--- config.mk ---
export PLATFORM = sky130hd
export DESIGN_NAME = pipeline_stall_controller_flat
export DESIGN_NICKNAME = d
export VERILOG_FILES = /design/src/rtl/riscv_pipe_pkg.sv /design/src/rtl/pipeline_stall_controller_if.sv /design/src/rtl/dmem_wait_timer.sv /design/src/rtl/pipeline_stall_controller.sv /design/src/flat_wrapper.sv
export SDC_FILE = /design/constraint.sdc
export NUM_CORES = 1
export LEC_CHECK = 0
export ABC_AREA = 1
export CAP_MARGIN = 20
export CORE_MARGIN = 5
export CORE_UTILIZATION = 55
export DETAILED_ROUTE_END_ITERATION = 16
export DONT_BUFFER_PORTS = 1
export PLACE_DENSITY_LB_ADDON = 0.12
export RECOVER_POWER = 25
export SLEW_MARGIN = 20
export SYNTH_ARGS = -nofsm -noshare
export SYNTH_HDL_FRONTEND = slang
export SYNTH_SLANG_ARGS = --single-unit
--- constraint.sdc ---
create_clock -name clk -period 2.45 [get_ports clk]
set_input_delay 0.1225 -clock clk [delete_from_list [all_inputs] [get_ports clk]]
set_output_delay 0.1225 -clock clk [all_outputs]
set_load 0.02 [all_outputs]
--- src/rtl/riscv_pipe_pkg.sv ---
// Shared pipeline-control types: FSM states, register address width, stage-control word.
// Pure declarations; no latency or backpressure of its own.
package riscv_pipe_pkg;

    localparam int REG_ADDR_W = 5;

    typedef enum logic [1:0] {
        RUN   = 2'd0,
        DWAIT = 2'd1,
        HALT  = 2'd2
    } state_t;

    typedef struct packed {
        logic pc_write;
        logic if_id_write;
        logic id_ex_write;
        logic ex_mem_write;
        logic mem_wb_write;
        logic if_id_flush;
        logic id_ex_bubble;
        logic mem_wb_bubble;
    } stage_ctrl_t;

    // Free-running pipeline: every register loads, no bubbles or flushes.
    localparam stage_ctrl_t CTRL_DEFAULT = stage_ctrl_t'(8'b1111_1000);
    // Everything frozen; used for halt.
    localparam stage_ctrl_t CTRL_FREEZE  = stage_ctrl_t'(8'b0000_0000);
    // Upstream frozen while MEM waits; WB drains and takes a bubble.
    localparam stage_ctrl_t CTRL_DWAIT   = stage_ctrl_t'(8'b0000_1001);

    function automatic logic load_use(
        input logic                  ex_mem_read,
        input logic [REG_ADDR_W-1:0] ex_rd,
        input logic                  use_rs1,
        input logic [REG_ADDR_W-1:0] rs1,
        input logic                  use_rs2,
        input logic [REG_ADDR_W-1:0] rs2
    );
        return ex_mem_read && (ex_rd != '0) &&
               ((use_rs1 && (rs1 == ex_rd)) || (use_rs2 && (rs2 == ex_rd)));
    endfunction

endpackage

--- src/rtl/pipeline_stall_controller_if.sv ---
// Hazard inputs from the pipeline and stage controls/status back from the stall controller.
// Wires only; master = pipeline datapath, slave = stall controller.
interface pipeline_stall_controller_if #(
    parameter int CNT_W = 32
);
    import riscv_pipe_pkg::*;

    logic [REG_ADDR_W-1:0] id_rs1;
    logic [REG_ADDR_W-1:0] id_rs2;
    logic                  id_use_rs1;
    logic                  id_use_rs2;
    logic                  ex_mem_read;
    logic [REG_ADDR_W-1:0] ex_rd;
    logic                  ex_mispredict;
    logic                  imem_ready;
    logic                  dmem_req;
    logic                  dmem_ready;
    logic                  halt_req;

    logic                  pc_write;
    logic                  if_id_write;
    logic                  id_ex_write;
    logic                  ex_mem_write;
    logic                  mem_wb_write;
    logic                  if_id_flush;
    logic                  id_ex_bubble;
    logic                  mem_wb_bubble;
    logic                  halted;
    logic                  timeout;
    logic [CNT_W-1:0]      stall_cycles;

    modport master (
        output id_rs1, id_rs2, id_use_rs1, id_use_rs2, ex_mem_read, ex_rd,
               ex_mispredict, imem_ready, dmem_req, dmem_ready, halt_req,
        input  pc_write, if_id_write, id_ex_write, ex_mem_write, mem_wb_write,
               if_id_flush, id_ex_bubble, mem_wb_bubble, halted, timeout, stall_cycles
    );

    modport slave (
        input  id_rs1, id_rs2, id_use_rs1, id_use_rs2, ex_mem_read, ex_rd,
               ex_mispredict, imem_ready, dmem_req, dmem_ready, halt_req,
        output pc_write, if_id_write, id_ex_write, ex_mem_write, mem_wb_write,
               if_id_flush, id_ex_bubble, mem_wb_bubble, halted, timeout, stall_cycles
    );

endinterface

--- src/rtl/dmem_wait_timer.sv ---
// Counts consecutive data-memory wait cycles and latches a sticky timeout at STALL_TIMEOUT.
// at_limit is combinational from the count; count and timeout update one edge later; no backpressure.
module dmem_wait_timer #(
    parameter int STALL_TIMEOUT = 255
) (
    input  logic clk,
    input  logic reset,
    input  logic start,
    input  logic busy,
    output logic at_limit,
    output logic timeout
);

    logic [15:0] wait_cnt;

    assign at_limit = (wait_cnt == 16'(STALL_TIMEOUT));

    always_ff @(posedge clk) begin
        if (reset) begin
            wait_cnt <= '0;
            timeout  <= 1'b0;
        end else if (start) begin
            wait_cnt <= 16'd1;
        end else if (busy) begin
            if (at_limit) timeout <= 1'b1;
            else          wait_cnt <= wait_cnt + 16'd1;
        end
    end

endmodule

--- src/rtl/pipeline_stall_controller.sv ---
// Arbitrates halt, data-memory wait, mispredict, load-use and fetch stalls into per-stage enables.
// Stage controls are zero-latency Mealy outputs; halted/timeout/stall_cycles lag one edge; no backpressure.
module pipeline_stall_controller
    import riscv_pipe_pkg::*;
#(
    parameter int STALL_TIMEOUT = 255,
    parameter int CNT_W         = 32
) (
    input  logic                        clk,
    input  logic                        reset,
    pipeline_stall_controller_if.slave  bus
);

    state_t           state, state_nxt;
    stage_ctrl_t      ctrl;
    logic             lu_hit;
    logic             timer_start;
    logic             timer_busy;
    logic             at_limit;
    logic             timeout;
    logic [CNT_W-1:0] stall_q;

    // Rules shared by RUN and the DWAIT release cycle.
    function automatic stage_ctrl_t resolve(
        input logic mispredict,
        input logic lu,
        input logic imem_ready
    );
        stage_ctrl_t c;
        c = CTRL_DEFAULT;
        if (mispredict) begin
            c.if_id_flush  = 1'b1;
            c.id_ex_bubble = 1'b1;
        end else if (lu) begin
            c.pc_write     = 1'b0;
            c.if_id_write  = 1'b0;
            c.id_ex_bubble = 1'b1;
        end else if (!imem_ready) begin
            c.pc_write     = 1'b0;
            c.if_id_flush  = 1'b1;
        end
        return c;
    endfunction

    assign lu_hit = load_use(bus.ex_mem_read, bus.ex_rd, bus.id_use_rs1, bus.id_rs1,
                             bus.id_use_rs2, bus.id_rs2);

    always_comb begin
        ctrl        = CTRL_DEFAULT;
        state_nxt   = state;
        timer_start = 1'b0;
        timer_busy  = 1'b0;
        case (state)
            RUN: begin
                if (bus.halt_req) begin
                    ctrl      = CTRL_FREEZE;
                    state_nxt = HALT;
                end else if (bus.dmem_req && !bus.dmem_ready) begin
                    ctrl        = CTRL_DWAIT;
                    state_nxt   = DWAIT;
                    timer_start = 1'b1;
                end else begin
                    ctrl = resolve(bus.ex_mispredict, lu_hit, bus.imem_ready);
                end
            end
            DWAIT: begin
                if (!bus.dmem_ready) begin
                    ctrl       = CTRL_DWAIT;
                    timer_busy = 1'b1;
                    if (at_limit) state_nxt = HALT;
                end else if (bus.halt_req) begin
                    ctrl      = CTRL_FREEZE;
                    state_nxt = HALT;
                end else begin
                    ctrl      = resolve(bus.ex_mispredict, lu_hit, bus.imem_ready);
                    state_nxt = RUN;
                end
            end
            HALT: begin
                ctrl = CTRL_FREEZE;
            end
            default: begin
                state_nxt = RUN;
            end
        endcase
    end

    always_ff @(posedge clk) begin
        if (reset) state <= RUN;
        else       state <= state_nxt;
    end

    // Saturating count of lost fetch cycles; halt time is not a stall.
    always_ff @(posedge clk) begin
        if (reset)
            stall_q <= '0;
        else if (!ctrl.pc_write && (state != HALT) && (stall_q != '1))
            stall_q <= stall_q + 1'b1;
    end

    dmem_wait_timer #(
        .STALL_TIMEOUT (STALL_TIMEOUT)
    ) u_dmem_wait_timer (
        .clk      (clk),
        .reset    (reset),
        .start    (timer_start),
        .busy     (timer_busy),
        .at_limit (at_limit),
        .timeout  (timeout)
    );

    assign bus.pc_write      = ctrl.pc_write;
    assign bus.if_id_write   = ctrl.if_id_write;
    assign bus.id_ex_write   = ctrl.id_ex_write;
    assign bus.ex_mem_write  = ctrl.ex_mem_write;
    assign bus.mem_wb_write  = ctrl.mem_wb_write;
    assign bus.if_id_flush   = ctrl.if_id_flush;
    assign bus.id_ex_bubble  = ctrl.id_ex_bubble;
    assign bus.mem_wb_bubble = ctrl.mem_wb_bubble;
    assign bus.halted        = (state == HALT);
    assign bus.timeout       = timeout;
    assign bus.stall_cycles  = stall_q;

endmodule

--- src/flat_wrapper.sv ---
// flat-port wrapper written by rule: the top's interface ports become plain ports
module pipeline_stall_controller_flat import riscv_pipe_pkg::*;
#(
    parameter int STALL_TIMEOUT = 255,
    parameter int CNT_W         = 32
)
  (clk, reset, bus_id_rs1, bus_id_rs2, bus_id_use_rs1, bus_id_use_rs2, bus_ex_mem_read, bus_ex_rd, bus_ex_mispredict, bus_imem_ready, bus_dmem_req, bus_dmem_ready, bus_halt_req, bus_pc_write, bus_if_id_write, bus_id_ex_write, bus_ex_mem_write, bus_mem_wb_write, bus_if_id_flush, bus_id_ex_bubble, bus_mem_wb_bubble, bus_halted, bus_timeout, bus_stall_cycles);
  pipeline_stall_controller_if #(.CNT_W(CNT_W)) bus_i ();
  input  logic clk;
  input  logic reset;
  input wire logic [$bits(bus_i.id_rs1)-1:0] bus_id_rs1;
  input wire logic [$bits(bus_i.id_rs2)-1:0] bus_id_rs2;
  input wire logic [$bits(bus_i.id_use_rs1)-1:0] bus_id_use_rs1;
  input wire logic [$bits(bus_i.id_use_rs2)-1:0] bus_id_use_rs2;
  input wire logic [$bits(bus_i.ex_mem_read)-1:0] bus_ex_mem_read;
  input wire logic [$bits(bus_i.ex_rd)-1:0] bus_ex_rd;
  input wire logic [$bits(bus_i.ex_mispredict)-1:0] bus_ex_mispredict;
  input wire logic [$bits(bus_i.imem_ready)-1:0] bus_imem_ready;
  input wire logic [$bits(bus_i.dmem_req)-1:0] bus_dmem_req;
  input wire logic [$bits(bus_i.dmem_ready)-1:0] bus_dmem_ready;
  input wire logic [$bits(bus_i.halt_req)-1:0] bus_halt_req;
  output wire logic [$bits(bus_i.pc_write)-1:0] bus_pc_write;
  output wire logic [$bits(bus_i.if_id_write)-1:0] bus_if_id_write;
  output wire logic [$bits(bus_i.id_ex_write)-1:0] bus_id_ex_write;
  output wire logic [$bits(bus_i.ex_mem_write)-1:0] bus_ex_mem_write;
  output wire logic [$bits(bus_i.mem_wb_write)-1:0] bus_mem_wb_write;
  output wire logic [$bits(bus_i.if_id_flush)-1:0] bus_if_id_flush;
  output wire logic [$bits(bus_i.id_ex_bubble)-1:0] bus_id_ex_bubble;
  output wire logic [$bits(bus_i.mem_wb_bubble)-1:0] bus_mem_wb_bubble;
  output wire logic [$bits(bus_i.halted)-1:0] bus_halted;
  output wire logic [$bits(bus_i.timeout)-1:0] bus_timeout;
  output wire logic [$bits(bus_i.stall_cycles)-1:0] bus_stall_cycles;
  assign bus_i.id_rs1 = bus_id_rs1;
  assign bus_i.id_rs2 = bus_id_rs2;
  assign bus_i.id_use_rs1 = bus_id_use_rs1;
  assign bus_i.id_use_rs2 = bus_id_use_rs2;
  assign bus_i.ex_mem_read = bus_ex_mem_read;
  assign bus_i.ex_rd = bus_ex_rd;
  assign bus_i.ex_mispredict = bus_ex_mispredict;
  assign bus_i.imem_ready = bus_imem_ready;
  assign bus_i.dmem_req = bus_dmem_req;
  assign bus_i.dmem_ready = bus_dmem_ready;
  assign bus_i.halt_req = bus_halt_req;
  assign bus_pc_write = bus_i.pc_write;
  assign bus_if_id_write = bus_i.if_id_write;
  assign bus_id_ex_write = bus_i.id_ex_write;
  assign bus_ex_mem_write = bus_i.ex_mem_write;
  assign bus_mem_wb_write = bus_i.mem_wb_write;
  assign bus_if_id_flush = bus_i.if_id_flush;
  assign bus_id_ex_bubble = bus_i.id_ex_bubble;
  assign bus_mem_wb_bubble = bus_i.mem_wb_bubble;
  assign bus_halted = bus_i.halted;
  assign bus_timeout = bus_i.timeout;
  assign bus_stall_cycles = bus_i.stall_cycles;
  pipeline_stall_controller #(.STALL_TIMEOUT(STALL_TIMEOUT), .CNT_W(CNT_W)) u_core (.clk(clk), .reset(reset), .bus(bus_i));
endmodule
==> Word level (Yosys, flattened, before mapping) <==
Cells that the tools add are included.
{ "classes": {"n_addsub": 2, "n_eq_ne": 10, "n_mux": 27, "bitwise_logic": 3, "n_reduce_logical": 18} }
{ "op_table": {"columns": ["operator", "n"], "rows": [
  ["$add 32x1->32 const B", 1],
  ["$mux 8", 4],
  ["$ne 32x32->1 const B", 1],
  ["$pmux 8 s3", 1],
  ["$add 16x1->16 const B", 1],
  ["$eq 16x8->1 const B", 1],
  ["$mux 1", 14],
  ["$mux 2", 7],
  ["$eq 5x5->1", 2],
  ["$logic_and 1x1->1", 7],
  ["$ne 3x2->1 const B", 2],
  ["$pmux 2 s3", 1],
  ["$reduce_and 3->1", 2],
  ["$reduce_bool 5->1", 1],
  ["$reduce_and 2->1", 2],
  ["$not 1->1", 3],
  ["$eq 2x1->1 const B", 1],
  ["$eq 2x2->1 const B", 1],
  ["$logic_not 1->1", 2],
  ["$logic_not 2->1", 1],
  ["$ne 2x1->1 const B", 1],
  ["$ne 2x2->1 const B", 1],
  ["$reduce_bool 2->1", 1],
  ["$reduce_or 2->1", 1],
  ["$logic_or 1x1->1", 1]
]} }
{ "totals": {"reg_bits": 51, "inputBits": 25, "out_inout_bits": 42, "wordCells": 65} }

==> Logic depth before layout (Yosys ltp) <==
Gate-level depths: netlist of run 1.
{ "logic_depth": {"ltp_word": 12, "ltp_mapped": 12, "ltp_nobuf": 12} }

==> By module <==
Synthesis of run 1 repeated with hierarchy kept, for this count alone.
{ "unflattened": {"cells_unflattened": 596, "hier_area_um2": 3580.9} }
{ "modules_own_cells": {"columns": ["module", "instances", "cells_per_inst", "area_per_inst_um2", "seq_area_each_um2"], "rows": [
  ["pipeline_stall_controller", 1, 443, 2582.5, 680.7],
  ["dmem_wait_timer", 1, 153, 998.5, 340.3]
]} }

==> Least setup slack after synthesis of run 1 <==
No wires, ideal clock.
{ "synth_path": {"path_kind": "register to register", "start": "register u_core.stall_q[0] (netlist: u_core.bus.stall_cycles[0])", "end": "register u_core.stall_q[0] (netlist: u_core.bus.stall_cycles[0])", "arrival_ns": 1.779, "path_slack_ns": 0.539, "path_stages_with_launch": 10, "n_path_buf": 1, "path_cell_list": "dfxtp_1 ha_1 nand3_2 nor3_2 nand4_1 nor2_2 nand3_2 clkbuf_1 nand4_1 a21oi_1"} }
{ "synth_between": {"elab_chain_cells": 2, "elab_cells_between_ends": 3} }
{ "synth_rtl": {"columns": ["element", "line", "text"], "rows": [
  ["start, declared", "pipeline_stall_controller.sv:21", "logic [CNT_W-1:0] stall_q;"],
  ["start signal, assigned", "pipeline_stall_controller.sv:98", "stall_q <= stall_q + 1'b1;"],
  ["branches (longest 2 deep; another with $add 32x1->32)", null, null]
]} }
Parallel ways; which one is timed is not known.
A chain may end at the register's enable or synchronous reset.

==> Worst setup path after layout of run 1 <==
{ "layout_path": {"start": "register u_core.stall_q[24] (netlist: u_core.bus.stall_cycles[24])", "end": "register u_core.stall_q[8] (netlist: u_core.bus.stall_cycles[8])"} }
{ "layout_between": {"elab_chain_cells": 2} }
{ "layout_rtl": {"columns": ["element", "line", "text"], "rows": [
  ["$ne 32x32->1", "pipeline_stall_controller.sv:97", "else if (!ctrl.pc_write && (state != HALT) && (stall_q != '1))"],
  ["$logic_and 1x1->1", "pipeline_stall_controller.sv:97", null]
]} }
No other way between the ends.

==> results of run 1 <==
kinds of logic after synthesis:
logic type | Yosys count | synth area share (%)
compound gates | 59 | 8.79
xor+xnor | 29 | 7.32
flops | 51 | 29.4
fa+ha+maj | 2 | 0.721
buf+inv | 83 | 10.2
simple gates | 343 | 43.6
layout by cell type, fill, tap and decap left out:
cell and count:
a211oi_2 1, nor2_1 70, nor3_2 2, buf_12 1, nor3b_1 1, nand3_1 17, nor3_1 11, nor2_2 1
nand3b_1 7, o21a_1 1, nand2_1 184, clkinv_4 1, nand2_2 1, nand3_2 4, clkbuf_8 6, dfxtp_1 51
nor4_1 4, xor2_1 18, a21oi_1 50, o21ai_0 7, clkbuf_1 18, xnor2_1 11, inv_1 62, clkinv_1 1
buf_4 8, ha_1 2, nor3b_2 1, nand4_1 40
where the power goes:
| group | switching [mW] | total [mW] | leakage [nW] | internal, mW |
|---|---|---|---|---|
| clock network | 0.296 | 0.529 | 0.0484 | 0.232 |
| logic | 0.145 | 0.194 | 0.888 | 0.0488 |
| registers | 0.00782 | 0.845 | 0.411 | 0.837 |
| total | 0.449 | 1.57 | 1.35 | 1.12 |
area by class of cell:
type | instances | area (um2) | share of cell area [%]
Clock buffer | 7 | 86.3 | 2.34
Tap cell | 77 | 96.3 | 2.61
Multi-Input combinational cell | 433 | 2100 | 56.8
Clock inverter | 1 | 8.76 | 0.237
Inverter | 63 | 236 | 6.41
Timing Repair Buffer | 26 | 144 | 3.90
Sequential cell | 51 | 1020 | 27.7
synth_stat cells:
cell and number:
nor3_2 2, o21a_1 1, a21oi_1 50, xor2_1 18, nor3_1 11, nor2_1 70
nor3b_2 1, nand3b_1 7, nand3_1 17, nor3b_1 1, buf_6 2, nand3_2 4
xnor2_1 11, nor4_1 4, o21ai_0 7, nor2_2 1, dfxtp_1 51, clkbuf_1 9
nand4_1 40, clkinv_1 1, ha_1 2, buf_4 6, nand2_1 184, nand2_2 1
buf_2 3, a211oi_2 1, inv_1 62
sequential cells by signal, summed over array words and instances, names as in the netlist:
signal	count
u_core.u_dmem_wait_timer.timeout	1
u_core.state	2
u_core.bus.stall_cycles	32
u_core.u_dmem_wait_timer.wait_cnt	16
worst max-delay path, cell delays in order (launching register included):
cell and delay [ps]:
dfxtp_1 510, inv_1 130, nor3_1 310, nor3b_2 280, nand3_2 130, nand3_2 440, nand2_1 120, a21oi_1 160
metal layers:
metal,wire [um],vias to the layer above,track usage (%)
li1,-,1857,-
met1,3940,1680,28.4
met2,4590,121,44.0
met3,621,18,4.61
met4,189,0,7.71
met5,0,-,0
repair_timing:
item	CTS	global route
hold endpoints to repair	36	0
hold buffers	1	0
endpoints found under the setup margin	0	0
resized for setup	0	0
buffers inserted	0	0
worst paths after layout:
check,to,slack (ps),depth (start not counted)
max,u_core.bus.stall_cycles[8]$_SDFFE_PP0P_,290,7
min,u_core.u_dmem_wait_timer.wait_cnt[5]$_SDFFE_PP0P_,30,3
max reg2reg,u_core.bus.stall_cycles[8]$_SDFFE_PP0P_,290,7
min reg2reg,u_core.u_dmem_wait_timer.wait_cnt[4]$_SDFFE_PP0P_,490,2
==> flow_summary.toml, run 1 <==
[outcome]
status = "completed"

[synthesis]
yosys.area.top_type_share_pct = 29.4
synth_nets = 594
synth_seq_cells = 51
synth_cell_type_count = 27
yosysWarningCount = 0
netlist_area_um2 = 3470
syn_avg_cell_area_um2 = 6.12
synth.top_cells.by_area = "dfxtp_1 29%, nand2_1 20%, nor2_1 7.6%, a21oi_1 7.2%, nand4_1 7.2%"
syn_inst = 567
yosysTopAreaCell = "dfxtp_1"
seq_area_frac_synth_pct = 29.4

[place]
placed_cells = 649
gp_congestion = 0.965
port_buffers = 0
place_ws_ps = 319
place_area_um2 = 3640
place_hpwl_mm = 6.99

[setup_path]
crit_required_ps = 2700
arrival_ps = 2410
crit_type = "register to register"
startpoint = "u_core.bus.stall_cycles[24]$_SDFFE_PP0P_"
crit_path_end_kind = "register"
critPathMaxFanout = 31
r2r_start = "u_core.bus.stall_cycles[24]$_SDFFE_PP0P_"
startpoint_type = "register"

[timing]
worst_slack_ps = 286
timing.final.crit_share_pct = 88.3
finClkSkew_ps = 14.2
hold_ws_ps = 30.9
final.min_clock_period_ps = 2160
rsz0062_at_grt = "no"
fmax_mhz = 462
hold_violations = 0
slew_viol_final = 0
setup_viol = 0
finalSetupTns_ps = 0
worst_slew_pin_slew_ps = 632
maxSlewHeadroom_pct = 57.8

[clocking]
cts_tree = "built"
numCtsBuffers = 5
cts.sinks = 51
cts_max_level = 2
clkTransAtPathRegs_ps = 100
root_buffer = "clkbuf_8"
cts_buffer_depth = 2
insertion_delay_ps = 320

[flow_run]
drv_cap = 0

[min_path]
hp-class = "input port to register"
hold_start = "reset"

[global_route]
grt_pass1_wl_mm = 15.5
grt_pass1_vias = 3445
antenna_found_initial = 0
grt_usage_pct = 24.2
overflow = 0
grt_max_degree = 36

[power]
finalPower_mw = 1.57
p_leak_nw = 1.35
power_per_cell_area_nw_per_um2 = 425
irDropWorstVdd_v = 0.000289

[floorplanning]
fp.dieW_um = 89.5
rows = 29
floorplan.die_area_um2 = 8000
initial_utilization_pct = 55.6
ios = 67
die_h_um = 89.5
core_um2 = 6240

[detailed_routing]
vias = 3676
viasPerCell = 5.59
first_iter_violations = 275
drtPass1Iterations = 5
wl_per_cell_um = 14.2
remaining_drc_errors = 0
ant_nets = 0
wl_mm = 9.34

[final_layout]
n_fill_cell = 638
syn2layout_area_growth_pct = 6.31
fin_nets = 607
drive_above_1_share_pct = 4.48
final_util_pct = 59.1
final_cell_area_um2 = 3690
n_antenna_cell = 0
stdcell_count = 658
Note: power is estimated with default switching activity, not from simulation.
==> inputs of run 2 (changes only) <==
--- a/config.mk
+++ b/config.mk
@@ -7,12 +7,14 @@
 export LEC_CHECK = 0
 export ABC_AREA = 1
 export CAP_MARGIN = 20
+export CORE_ASPECT_RATIO = 1.75
 export CORE_MARGIN = 5
 export CORE_UTILIZATION = 55
 export DETAILED_ROUTE_END_ITERATION = 16
 export DONT_BUFFER_PORTS = 1
 export PLACE_DENSITY_LB_ADDON = 0.12
 export RECOVER_POWER = 25
+export REMOVE_ABC_BUFFERS = 1
 export SLEW_MARGIN = 20
 export SYNTH_ARGS = -nofsm -noshare
 export SYNTH_HDL_FRONTEND = slang
==> constraint.sdc (replaced) <==
create_clock -name clk -period 1.8 [get_ports clk]
set_input_delay 0.09 -clock clk [delete_from_list [all_inputs] [get_ports clk]]
set_output_delay 0.09 -clock clk [all_outputs]
set_load 0.02 [all_outputs]
==> flow_summary.toml, run 2 (synthesis results as in run 1) <==
[power]
irDropWorstVdd_v = 0.000545
power.switching_mw = 0.672
finalPower_mw = 2.38
clkPwrFrac_pct = 35.9
p_leak_nw = 1.71
p_int_mw = 1.71
p_comb_share_pct = 15.5
seq_power_share_pct = 48.6
power_per_cell_area_nw_per_um2 = 550
swShare_pct = 28.3

[floorplanning]
rows = 38
floorplan.die_area_um2 = 8060
fp.dieW_um = 70.1
die_h_um = 115
ios = 67
initial_utilization_pct = 56.2
core_um2 = 6180

[clocking]
root_buffer = "clkbuf_8"
cts.sinks = 51
cts_buffer_depth = 2
numCtsBuffers = 5
cts_tree = "built"
clkTransAtPathRegs_ps = 100
cts_max_level = 2
insertion_delay_ps = 320

[detailed_routing]
wl_mm = 11.0
vias = 3899
drtPass1Iterations = 4
remaining_drc_errors = 0
wl_per_cell_um = 15.5
ant_nets = 0
first_iter_violations = 218
viasPerCell = 5.51

[setup_path]
startpoint_type = "register"
arrival_ps = 1930
cp_common_cell = "nand2_1"
worstPathCellList = "ha_1 -> nand2_2 -> nor2_2 -> nand3_2 -> nand2_4 -> buf_4 -> nor3_1 -> nand2_1 -> nand2_1 -> a21oi_1"
cp_slowest_stage_delay_ps = 350
critPathMaxFanout = 6
crit_required_ps = 2000
crit_slowest_cell = "dfxtp_2"
crit_type = "register to register"
crit_path_end_kind = "register"

[place]
port_buffers = 0
place_hpwl_mm = 8.30
gp_congestion = 0.969

[final_layout]
fin_nets = 654
mostFrequentLayoutCells = "180 x nand2_1, 65 x buf_4, 61 x inv_1, 60 x nor2_1, 48 x a21oi_1"
syn2layout_area_growth_pct = 24.6
n_antenna_cell = 0
drive_above_1_share_pct = 19.1
final_common_cell = "nand2_1"
n_fill_cell = 581
largest_reg_flops = 32

[timing]
maxSlewHeadroom_pct = 68.3
slew_viol_final = 0
hold_violations = 0
finClkSkew_ps = 3.97
worst_slew_pin_slew_ps = 476
hold_ws_ps = 35.6
timing.final.crit_share_pct = 96.4
final.min_clock_period_ps = 1730
finalSetupTns_ps = 0
rsz0062_at_grt = "yes"
fmax_mhz = 577
setup_viol = 0

[global_route]
grt_usage_pct = 28.2
grt_pass1_vias = 4003
overflow = 0
antenna_found_initial = 0
grt_pass1_wl_mm = 18.2
grt_max_degree = 37

[outcome]
status = "completed"

[flow_run]
drv_cap = 0

[min_path]
hp-class = "input port to register"
-- run 2: changes by cell type in the layout (fill, tap and decap cells not counted), moves of 3 or more --
cell and change:
buf_12 +4, dfxtp_1 -8, nor3_1 -3, nand2_2 +3, nand2_1 -4, nor3_2 +3, dfxtp_2 +7, buf_4 +57
nor2_1 -10, nor2_2 +10, clkbuf_1 -18
-- run 2: power by group through the flow --
stage                     combinational, mW  clock, mW  sequential (mW)
after floorplan                       0.165          0             1.19
after global placement                0.291          0             1.18
after detailed placement              0.298          0             1.18
after CTS                             0.346      0.873             1.15
after global routing                  0.399      0.928             1.16
final                                 0.369      0.854             1.15
-- run 2: repair_timing --
action / CTS / global route
resized for setup: 10 / 26
hold buffers: 3 / 0
pin swaps: 1 / 6
setup buffers: 4 / 5
gates cloned: 1 / 0
hold endpoints to repair: 39 / 0
endpoints found under the setup margin: 20 / 46
-- run 2: layer usage --
metal,GRT usage [%],part of all wire (%),wire length (um),vias to the layer above
met1,26.0,34,3760,1772
met4,21.2,6.8,741,0
li1,-,-,-,1951
met5,0,0,0,-
met3,7.26,5.7,626,44
met2,52.2,53,5840,132
-- run 2: worst max-delay path: cells and delay by family (launching register included) --
kind | cells | cell delay, ps
compound gates | 1 | 50
fa+ha+maj | 1 | 220
simple gates | 7 | 850
flops | 1 | 350
buf+inv | 1 | 150
-- run 2: path summary, 6_finish.rpt --
path                                                     startpoint                                                 to  slack (ps)  cells after the start
setup / recovery  u_core.u_dmem_wait_timer.wait_cnt[0]$_SDFFE_PP0P_  u_core.u_dmem_wait_timer.wait_cnt[4]$_SDFFE_PP0P_          70                     10
hold / removal                                                reset            u_core.bus.stall_cycles[4]$_SDFFE_PP0P_          40                      2
setup reg to reg  u_core.u_dmem_wait_timer.wait_cnt[0]$_SDFFE_PP0P_  u_core.u_dmem_wait_timer.wait_cnt[4]$_SDFFE_PP0P_          70                     10
hold reg to reg   u_core.u_dmem_wait_timer.wait_cnt[4]$_SDFFE_PP0P_  u_core.u_dmem_wait_timer.wait_cnt[4]$_SDFFE_PP0P_         470                      2
-- run 2: layout make-up --
type	count	area, um2	area share, %
Tap cell	80	100	2.31
Clock buffer	5	68.8	1.59
Timing Repair Buffer	73	641	14.8
Multi-Input combinational cell	433	2190	50.7
Sequential cell	51	1030	23.9
Clock inverter	3	47.5	1.10
Inverter	63	240	5.55
-- run 2: metrics by stage --
step	instances	setup slack [ps]	util [%]	area, um2
finish	708	65.4	70.0	4330
global route	708	-29.8	70.0	4330
CTS	703	1.19	68.1	4210
detailed placement	687	-174	63.8	3940
global placement	687	-116	63.8	3940
floorplan	547	-582	-	3360
